==> config.mk <==
export PLATFORM = sky130hd
export DESIGN_NAME = serial_sub
export DESIGN_NICKNAME = d
export VERILOG_FILES = /design/src/rtl/serial_sub_pkg.sv /design/src/rtl/full_sub.sv /design/src/rtl/serial_sub.sv
export SDC_FILE = /design/constraint.sdc
export NUM_CORES = 1
export LEC_CHECK = 0
export ABC_AREA = 1
export CORE_ASPECT_RATIO = 1.25
export CORE_UTILIZATION = 50
export CTS_CLUSTER_DIAMETER = 80
export CTS_CLUSTER_SIZE = 14
export DETAILED_ROUTE_END_ITERATION = 8
export HOLD_SLACK_MARGIN = 0.06
export PLACE_DENSITY = 0.78
export SYNTH_ARGS = -nofsm -noshare
export SYNTH_HDL_FRONTEND = slang
export SYNTH_HIERARCHICAL = 1
export SYNTH_SLANG_ARGS = --single-unit
==> constraint.sdc <==
create_clock -name clk -period 3 [get_ports clk]
set_input_delay 0.45 -clock clk [delete_from_list [all_inputs] [get_ports clk]]
set_output_delay 0.45 -clock clk [all_outputs]
set_load 0.02 [all_outputs]
==> src/rtl/serial_sub_pkg.sv <==
// Shared types for the bit-serial subtractor: controller state encoding.
package serial_sub_pkg;

    typedef enum logic [1:0] {
        IDLE = 2'd0,
        RUN  = 2'd1,
        DONE = 2'd2
    } state_e;

endpackage

==> src/rtl/full_sub.sv <==
// One-bit full subtractor built only from gate primitives: d = x^y^c,
// bo = (~x & y) | (~(x^y) & c).
module full_sub (
    input  logic      x,
    input  logic      y,
    input  logic      c,
    output wire logic d,
    output wire logic bo
);

    wire xy_s;
    wire nx_s;
    wire nxy_s;
    wire t0_s;
    wire t1_s;

    xor g_xy  (xy_s, x, y);
    xor g_d   (d, xy_s, c);
    not g_nx  (nx_s, x);
    and g_t0  (t0_s, nx_s, y);
    not g_nxy (nxy_s, xy_s);
    and g_t1  (t1_s, nxy_s, c);
    or  g_bo  (bo, t0_s, t1_s);

endmodule

==> src/rtl/serial_sub.sv <==
// Bit-serial subtractor: a - b - bin computed LSB first through one full_sub
// cell, with valid/ready handshakes on operands and result.
module serial_sub
    import serial_sub_pkg::*;
#(
    parameter int WIDTH = 8
) (
    input  logic             clk,
    input  logic             rst_n,
    input  logic             in_valid,
    output logic             in_ready,
    input  logic [WIDTH-1:0] a,
    input  logic [WIDTH-1:0] b,
    input  logic             bin,
    output logic             out_valid,
    input  logic             out_ready,
    output logic [WIDTH-1:0] diff,
    output logic             bout
);

    localparam int CNT_W = $clog2(WIDTH + 1);

    state_e             state_r;
    logic [WIDTH-1:0]   a_sh_r;
    logic [WIDTH-1:0]   b_sh_r;
    logic [WIDTH-1:0]   diff_r;
    logic [WIDTH-1:0]   diff_nx_s;
    logic [CNT_W-1:0]   cnt_r;
    logic               borrow_r;
    logic               in_ready_r;
    logic               out_valid_r;
    logic               d_s;
    logic               bo_s;

    full_sub u_full_sub (
        .x  (a_sh_r[0]),
        .y  (b_sh_r[0]),
        .c  (borrow_r),
        .d  (d_s),
        .bo (bo_s)
    );

    // Next diff value: shift right, new bit enters at the MSB (works for WIDTH=1).
    always_comb begin
        diff_nx_s            = diff_r >> 1;
        diff_nx_s[WIDTH-1]   = d_s;
    end

    // Controller, operand/result shift registers, bit counter and borrow flop.
    always_ff @(posedge clk or negedge rst_n) begin
        if (!rst_n) begin
            state_r     <= IDLE;
            a_sh_r      <= {WIDTH{1'b0}};
            b_sh_r      <= {WIDTH{1'b0}};
            diff_r      <= {WIDTH{1'b0}};
            cnt_r       <= {CNT_W{1'b0}};
            borrow_r    <= 1'b0;
            in_ready_r  <= 1'b1;
            out_valid_r <= 1'b0;
        end else begin
            case (state_r)
                IDLE: begin
                    out_valid_r <= 1'b0;
                    if (in_valid && in_ready_r) begin
                        a_sh_r     <= a;
                        b_sh_r     <= b;
                        borrow_r   <= bin;
                        cnt_r      <= {CNT_W{1'b0}};
                        in_ready_r <= 1'b0;
                        state_r    <= RUN;
                    end else begin
                        in_ready_r <= 1'b1;
                    end
                end
                RUN: begin
                    diff_r   <= diff_nx_s;
                    a_sh_r   <= a_sh_r >> 1;
                    b_sh_r   <= b_sh_r >> 1;
                    borrow_r <= bo_s;
                    cnt_r    <= cnt_r + CNT_W'(1);
                    if (cnt_r == CNT_W'(WIDTH - 1)) begin
                        out_valid_r <= 1'b1;
                        state_r     <= DONE;
                    end else begin
                        out_valid_r <= 1'b0;
                    end
                end
                DONE: begin
                    if (out_ready) begin
                        out_valid_r <= 1'b0;
                        in_ready_r  <= 1'b1;
                        state_r     <= IDLE;
                    end else begin
                        out_valid_r <= 1'b1;
                    end
                end
                default: begin
                    // Unused encoding recovers as IDLE.
                    in_ready_r  <= 1'b1;
                    out_valid_r <= 1'b0;
                    state_r     <= IDLE;
                end
            endcase
        end
    end

    assign in_ready  = in_ready_r;
    assign out_valid = out_valid_r;
    assign diff      = diff_r;
    assign bout      = borrow_r;

endmodule

==> results of run 1 <==
==> per-layer routing <==
metal / part of all wire (%) / global-route usage [%] / vias up
met5: 0 / 0 / -
met3: 4.8 / 6.48 / 7
li1: - / - / 664
met1: 43 / 25.2 / 627
met4: 1.7 / 7.24 / 0
met2: 51 / 39.2 / 28
==> cell families (layout without fill, tap and decap cells) <==
group | count (synthesis) | count (layout) | share of synthesized area [%]
and+or+nand+nor | 86 | 86 | 21.6
AOI/OAI and AO/OA | 39 | 39 | 14.6
DFF | 33 | 33 | 51.8
buffers and inverters | 22 | 55 | 6.11
adders and majority gates | 7 | 7 | 5.95
==> Yosys cell counts, drive strengths merged <==
cell type   n  area, sq um
buf         6         37.5
nand3b      1         7.51
o21ai      22          110
nor2       30          113
ha          6         75.1
inv        14         52.6
nand2      44          168
nand4       1         6.26
dfrtp      32          801
clkbuf      2         7.51
dfstp       1         26.3
nand3       9         45.0
a21oi       2         10.0
or2         1         6.26
fa          1         20.0
o211ai      1         7.51
o21a       14          105
==> final timing paths <==
check	to	slack, ns	cells after the start
worst min register to register	diff[0]$_DFFE_PN0N_	0.49	2
worst max register to register	cnt_r[0]$_DFFE_PN0P_	1.17	7
worst min-delay path	diff[0]$_DFFE_PN0N_	0.49	2
min in group asynchronous	b_sh_r[6]$_DFFE_PN0P_	0.51	2
max in group asynchronous	in_ready$_DFFE_PN1P_	2.16	2
worst max-delay path	in_ready	1.05	1
==> final cells by class <==
type                            instances  area (sq um)  area share, %
Clock buffer                            7          65.1           3.26
Clock inverter                          1          5.00          0.251
Inverter                               14          52.6           2.64
Multi-Input combinational cell        132           673           33.8
Sequential cell                        33           827           41.5
Tap cell                               36          45.0           2.26
Timing Repair Buffer                   33           325           16.3
==> worst register-to-register path, stage by stage, from the launching register on <==
cell	delay, ns
dfrtp_1	0.43
inv_1	0.12
ha_1	0.22
nand3_1	0.13
nand2_2	0.45
inv_1	0.20
nand2_1	0.09
o21ai_0	0.08
==> registers in the layout (all words and copies together) (netlist names) <==
name / count
b_sh_r: 8
in_ready: 1
diff: 8
cnt_r: 4
a_sh_r: 8
state_r: 2
out_valid: 1
bout: 1
==> cells in the final DEF (no fill, tap or decap) <==
| cell type | Yosys | routed |
|---|---|---|
| clkbuf_4 | 0 | 5 |
| clkdlybuf4s50_1 | 0 | 31 |
| nor2_1 | 30 | 30 |
| clkinv_2 | 0 | 1 |
| o21ai_1 | 10 | 10 |
| o21ai_0 | 12 | 12 |
| ha_1 | 6 | 6 |
| dfstp_2 | 1 | 1 |
| or2_2 | 1 | 1 |
| inv_1 | 13 | 13 |
| nand2_2 | 1 | 1 |
| fa_1 | 1 | 1 |
| buf_4 | 3 | 2 |
| nand3b_1 | 1 | 1 |
| o21a_1 | 14 | 14 |
| nand4_1 | 1 | 1 |
| nand2_1 | 43 | 43 |
| inv_2 | 1 | 1 |
| clkbuf_8 | 0 | 2 |
| dfrtp_1 | 32 | 32 |
| o211ai_1 | 1 | 1 |
| nand3_1 | 9 | 9 |
| a21oi_1 | 2 | 2 |
==> power breakdown <==
part / internal, mW / total, mW / switching (mW) / leakage (nW)
logic: 0.396 / 0.962 / 0.567 / 0.499
registers: 0.644 / 0.768 / 0.124 / 0.396
clock network: 0.136 / 0.282 / 0.146 / 0.0413
total: 1.18 / 2.01 / 0.837 / 0.936
==> stage by stage <==
stage / utilization (%) / total power, mW
floorplan: - / 1.47
global placement: 64.1 / 1.68
detailed placement: 64.1 / 1.75
CTS: 66.4 / 2.03
global route: 66.4 / 2.20
finish: 66.4 / 2.01
==> results_dict.tcl, run 1 <==
set metrics [dict create \
    postSynthAreaPerCell_sq_um 8.54 \
    cap_violations 0 \
    htree_levels 2 \
    post_cts_resized 0 \
    grt_overflow_total 0 \
    fin_nets 247 \
    placed_area_sq_um 1920 \
    drive_gt1_share_pct 6.36 \
    rows 22 \
    crit_required_ns 2.55 \
    initial_core_util_pct 53.3 \
    crit_path_start "in_ready$_DFFE_PN1P_" \
    synth-seq-cells 33 \
    hold_viol_final 0 \
    dieHeight_um 65.2 \
    worst_pin_slew_ns 0.560 \
    rsz0062_at_grt "no" \
    wl_per_cell_um 12.4 \
    clock_skew_ns 0.00753 \
    final_max_slew_viol_count 0 \
    fin_crit_ns 1.95 \
    peakVddDrop_mv 0.791 \
    period_share_pct 65.1 \
    path_cells "clkdlybuf4s50_1" \
    routed_wl_um 3180 \
    cellLeakagePower_nw 0.936 \
    powerDensity_nw_per_um2 1010 \
    ys_seq_area_share_pct 51.8 \
    clock-sinks 33 \
    worst_slack_ns 1.05 \
    numCtsBuffers 5 \
    syn2layout_area_growth_pct 24.7 \
    stdcell_count 256 \
    max_freq_ghz 0.512 \
    post-place-ws_ns 0.975 \
    path_clk_slew_ns 0.10 \
    syn-num-nets 215 \
    cp_slowest_stage_delay_ns 0.61 \
    diodes 0 \
    core_area_sq_um 3000 \
    hpwl_um 2180 \
    path_class "reg2out" \
    grt_pass1_wl_um 5640 \
    fin_area_sq_um 1990 \
    io-pin-count 32 \
    status "finished clean" \
    post_synth_num_cell_types 21 \
    cts_root_buffer "clkbuf_4" \
    endpoint_kind "primary output" \
    insertion_delay_ns 0.32 \
    worstHoldPathType "reg2reg" \
    cp.arrival_ns 1.50 \
    maxSlewHeadroom_pct 62.5 \
    cpMaxStageDelayCell "clkdlybuf4s50_1" \
    whs_ns 0.487 \
    portBuffers 31 \
    postCtsSetupBuffers 0 \
    crit_buf_inv 1 \
    yosys_warnings 6 \
    dr.first_iter.drc_count 27 \
    post-route-drc-count 0 \
    antenna_found_initial 0 \
    synth_area_sq_um 1600 \
    vias_per_cell 5.18 \
    gp_congestion 0.747 \
    min_from "diff[0]$_DFFE_PN0N_" \
    grt_max_degree 37 \
    path_max_fanout 5 \
    reg2reg_from "state_r[0]$_DFFE_PN0P_" \
    cts_buffer_depth 2 \
    track_usage_pct 22.3 \
    hold_buffers 0 \
    cp_top_family "buffers and inverters" \
    tritoncts "built" \
    syn_inst 187 \
    first_pass_iters 4 \
    cp-start-kind "flop" \
    dp.cells 248 \
    grt_pass1_vias 1366 \
    fp.dieW_um 52.6 \
    nFillCells 258 \
    setup_violations 0 \
    drtAntennaViolNets 0 \
    die_area_sq_um 3430 \
    fin_tns_setup_ns 0 \
    vias 1326 \
]
(Power assumes the default switching activity.)
==> inputs of run 2 (changes only) <==
Settings changed: CORE_UTILIZATION 50 to 46, PLACE_DENSITY 0.78 to 0.75.
Clock period 3 ns to 1.7 ns, I/O delays scaled along.
==> results_dict.tcl, run 2 (same netlist as run 1, synthesis figures left out) <==
set metrics [dict create \
    cap_violations 0 \
    post-place-ws_ns 0.145 \
    drtAntennaViolNets 0 \
    core_area_sq_um 3250 \
    cts_root_buffer "clkbuf_8" \
    vias 1333 \
    powerDensity_nw_per_um2 1840 \
    cp_slowest_stage_delay_ns 0.62 \
    sw_frac_of_total_pct 39.9 \
    portBuffers 31 \
    rows 23 \
    path_max_fanout 3 \
    vias_per_cell 5.13 \
    pwr-share-clk_pct 17.2 \
    routed_wl_um 3240 \
    crit_buf_inv 1 \
    dieHeight_um 67.9 \
    comb_power_share_pct 46.8 \
    gp_congestion 0.760 \
    drive_gt1_share_pct 7.62 \
    fin_nets 250 \
    fin_tns_setup_ns 0 \
    grt_pass1_wl_um 5640 \
    final_max_slew_viol_count 0 \
    status "finished clean" \
    fin_crit_ns 1.54 \
    worstHoldPathType "in2async" \
    globalRoute.busiestLayer "met2" \
    met2_usage_pct 38.0 \
    power.switching_mw 1.51 \
    wl_per_cell_um 12.5 \
    cp-start-kind "flop" \
    post-route-drc-count 0 \
    die_area_sq_um 3710 \
    final_cell_mix "nand2_1 (43), dfrtp_1 (32), nor2_1 (30), clkdlybuf4s50_1 (30), o21a_1 (14)" \
    fp.dieW_um 54.7 \
    cp_top_family "buffers and inverters" \
    grt_max_degree 34 \
    rsz0062_at_grt "no" \
    use_met3_pct 6.22 \
    clock-sinks 33 \
    peakVddDrop_mv 1.39 \
    ff2ff_path_depth 7 \
    first_pass_iters 4 \
    hold_viol_final 0 \
    worst_pin_slew_ns 0.427 \
    initial_core_util_pct 49.1 \
    max_freq_ghz 0.649 \
    cts_buffer_depth 2 \
    endpoint_kind "primary output" \
    hpwl_um 2230 \
    hold_buffers 0 \
    grt_use_met1_pct 22.2 \
    clock_skew_ns 0.00732 \
    period_share_pct 90.6 \
    crit_required_ns 1.44 \
    numCtsBuffers 5 \
    worst_slack_ns 0.160 \
    post_cts_resized 1 \
    whs_ns 0.372 \
    grt_pass1_vias 1410 \
    htree_levels 2 \
    setup_violations 0 \
    path_clk_slew_ns 0.07 \
    maxSlewHeadroom_pct 71.5 \
    path_class "reg2out" \
    final_common_cell "nand2_1" \
    path_cells "clkdlybuf4s50_1" \
    insertion_delay_ns 0.29 \
    p_int_mw 2.26 \
    cpMaxStageDelayCell "clkdlybuf4s50_1" \
    cellLeakagePower_nw 0.966 \
    tritoncts "built" \
    antenna_found_initial 0 \
    io-pin-count 32 \
    dr.first_iter.drc_count 42 \
    path_depth 1 \
    track_usage_pct 21.6 \
    syn2layout_area_growth_pct 28.3 \
    postCtsSetupBuffers 0 \
    grt_overflow_total 0 \
    p_seq_share_pct 36.0 \
    diodes 0 \
    cp.arrival_ns 1.28 \
]
run 2: worst paths after layout:
kind                       slack, ns                     to                    from
max in group asynchronous       0.99   in_ready$_DFFE_PN1P_                   rst_n
min in group clk                0.47    diff[0]$_DFFE_PN0N_     diff[0]$_DFFE_PN0N_
max reg2reg                     0.19  a_sh_r[2]$_DFFE_PN0P_  state_r[0]$_DFFE_PN0P_
max                             0.16                diff[5]     diff[5]$_DFFE_PN0N_
min                             0.37  b_sh_r[2]$_DFFE_PN0P_                   rst_n
min reg2reg                     0.47    diff[0]$_DFFE_PN0N_     diff[0]$_DFFE_PN0N_
run 2: area by class of cell:
type	instances	area, sq um
Clock buffer	7	96.3
Clock inverter	1	5.00
Sequential cell	33	827
Inverter	14	52.6
Multi-Input combinational cell	132	673
Fill cell	290	1200
Tap cell	37	46.3
Timing Repair Buffer	36	350
run 2: power by group through the flow:
| stage | Sequential (mW) | Clock, mW | Combinational, mW |
|---|---|---|---|
| floorplan | 1.44 | 0 | 1.16 |
| CTS | 1.36 | 0.669 | 1.78 |
| global placement | 1.35 | 0 | 1.70 |
| finish | 1.36 | 0.649 | 1.76 |
| global route | 1.40 | 0.700 | 2.02 |
| detailed placement | 1.37 | 0 | 1.77 |
run 2: stage by stage:
step / utilization, % / instance area, sq um / power [mW] / std cells
4_1_cts: 62.9 / 2050 / 3.80 / 260
3_3_place_gp: 59.9 / 1950 / 3.05 / 252
5_1_grt: 63.1 / 2050 / 4.12 / 260
3_5_place_dp: 59.9 / 1950 / 3.14 / 252
6_report: 63.1 / 2050 / 3.77 / 260
2_1_floorplan: - / 1600 / 2.60 / 187
run 2: metal layers:
metal | vias to the layer above | part of all wire, %
met5 | - | 0
met4 | 0 | 2.1
met3 | 6 | 3.8
met2 | 19 | 53
met1 | 638 | 41
li1 | 670 | -
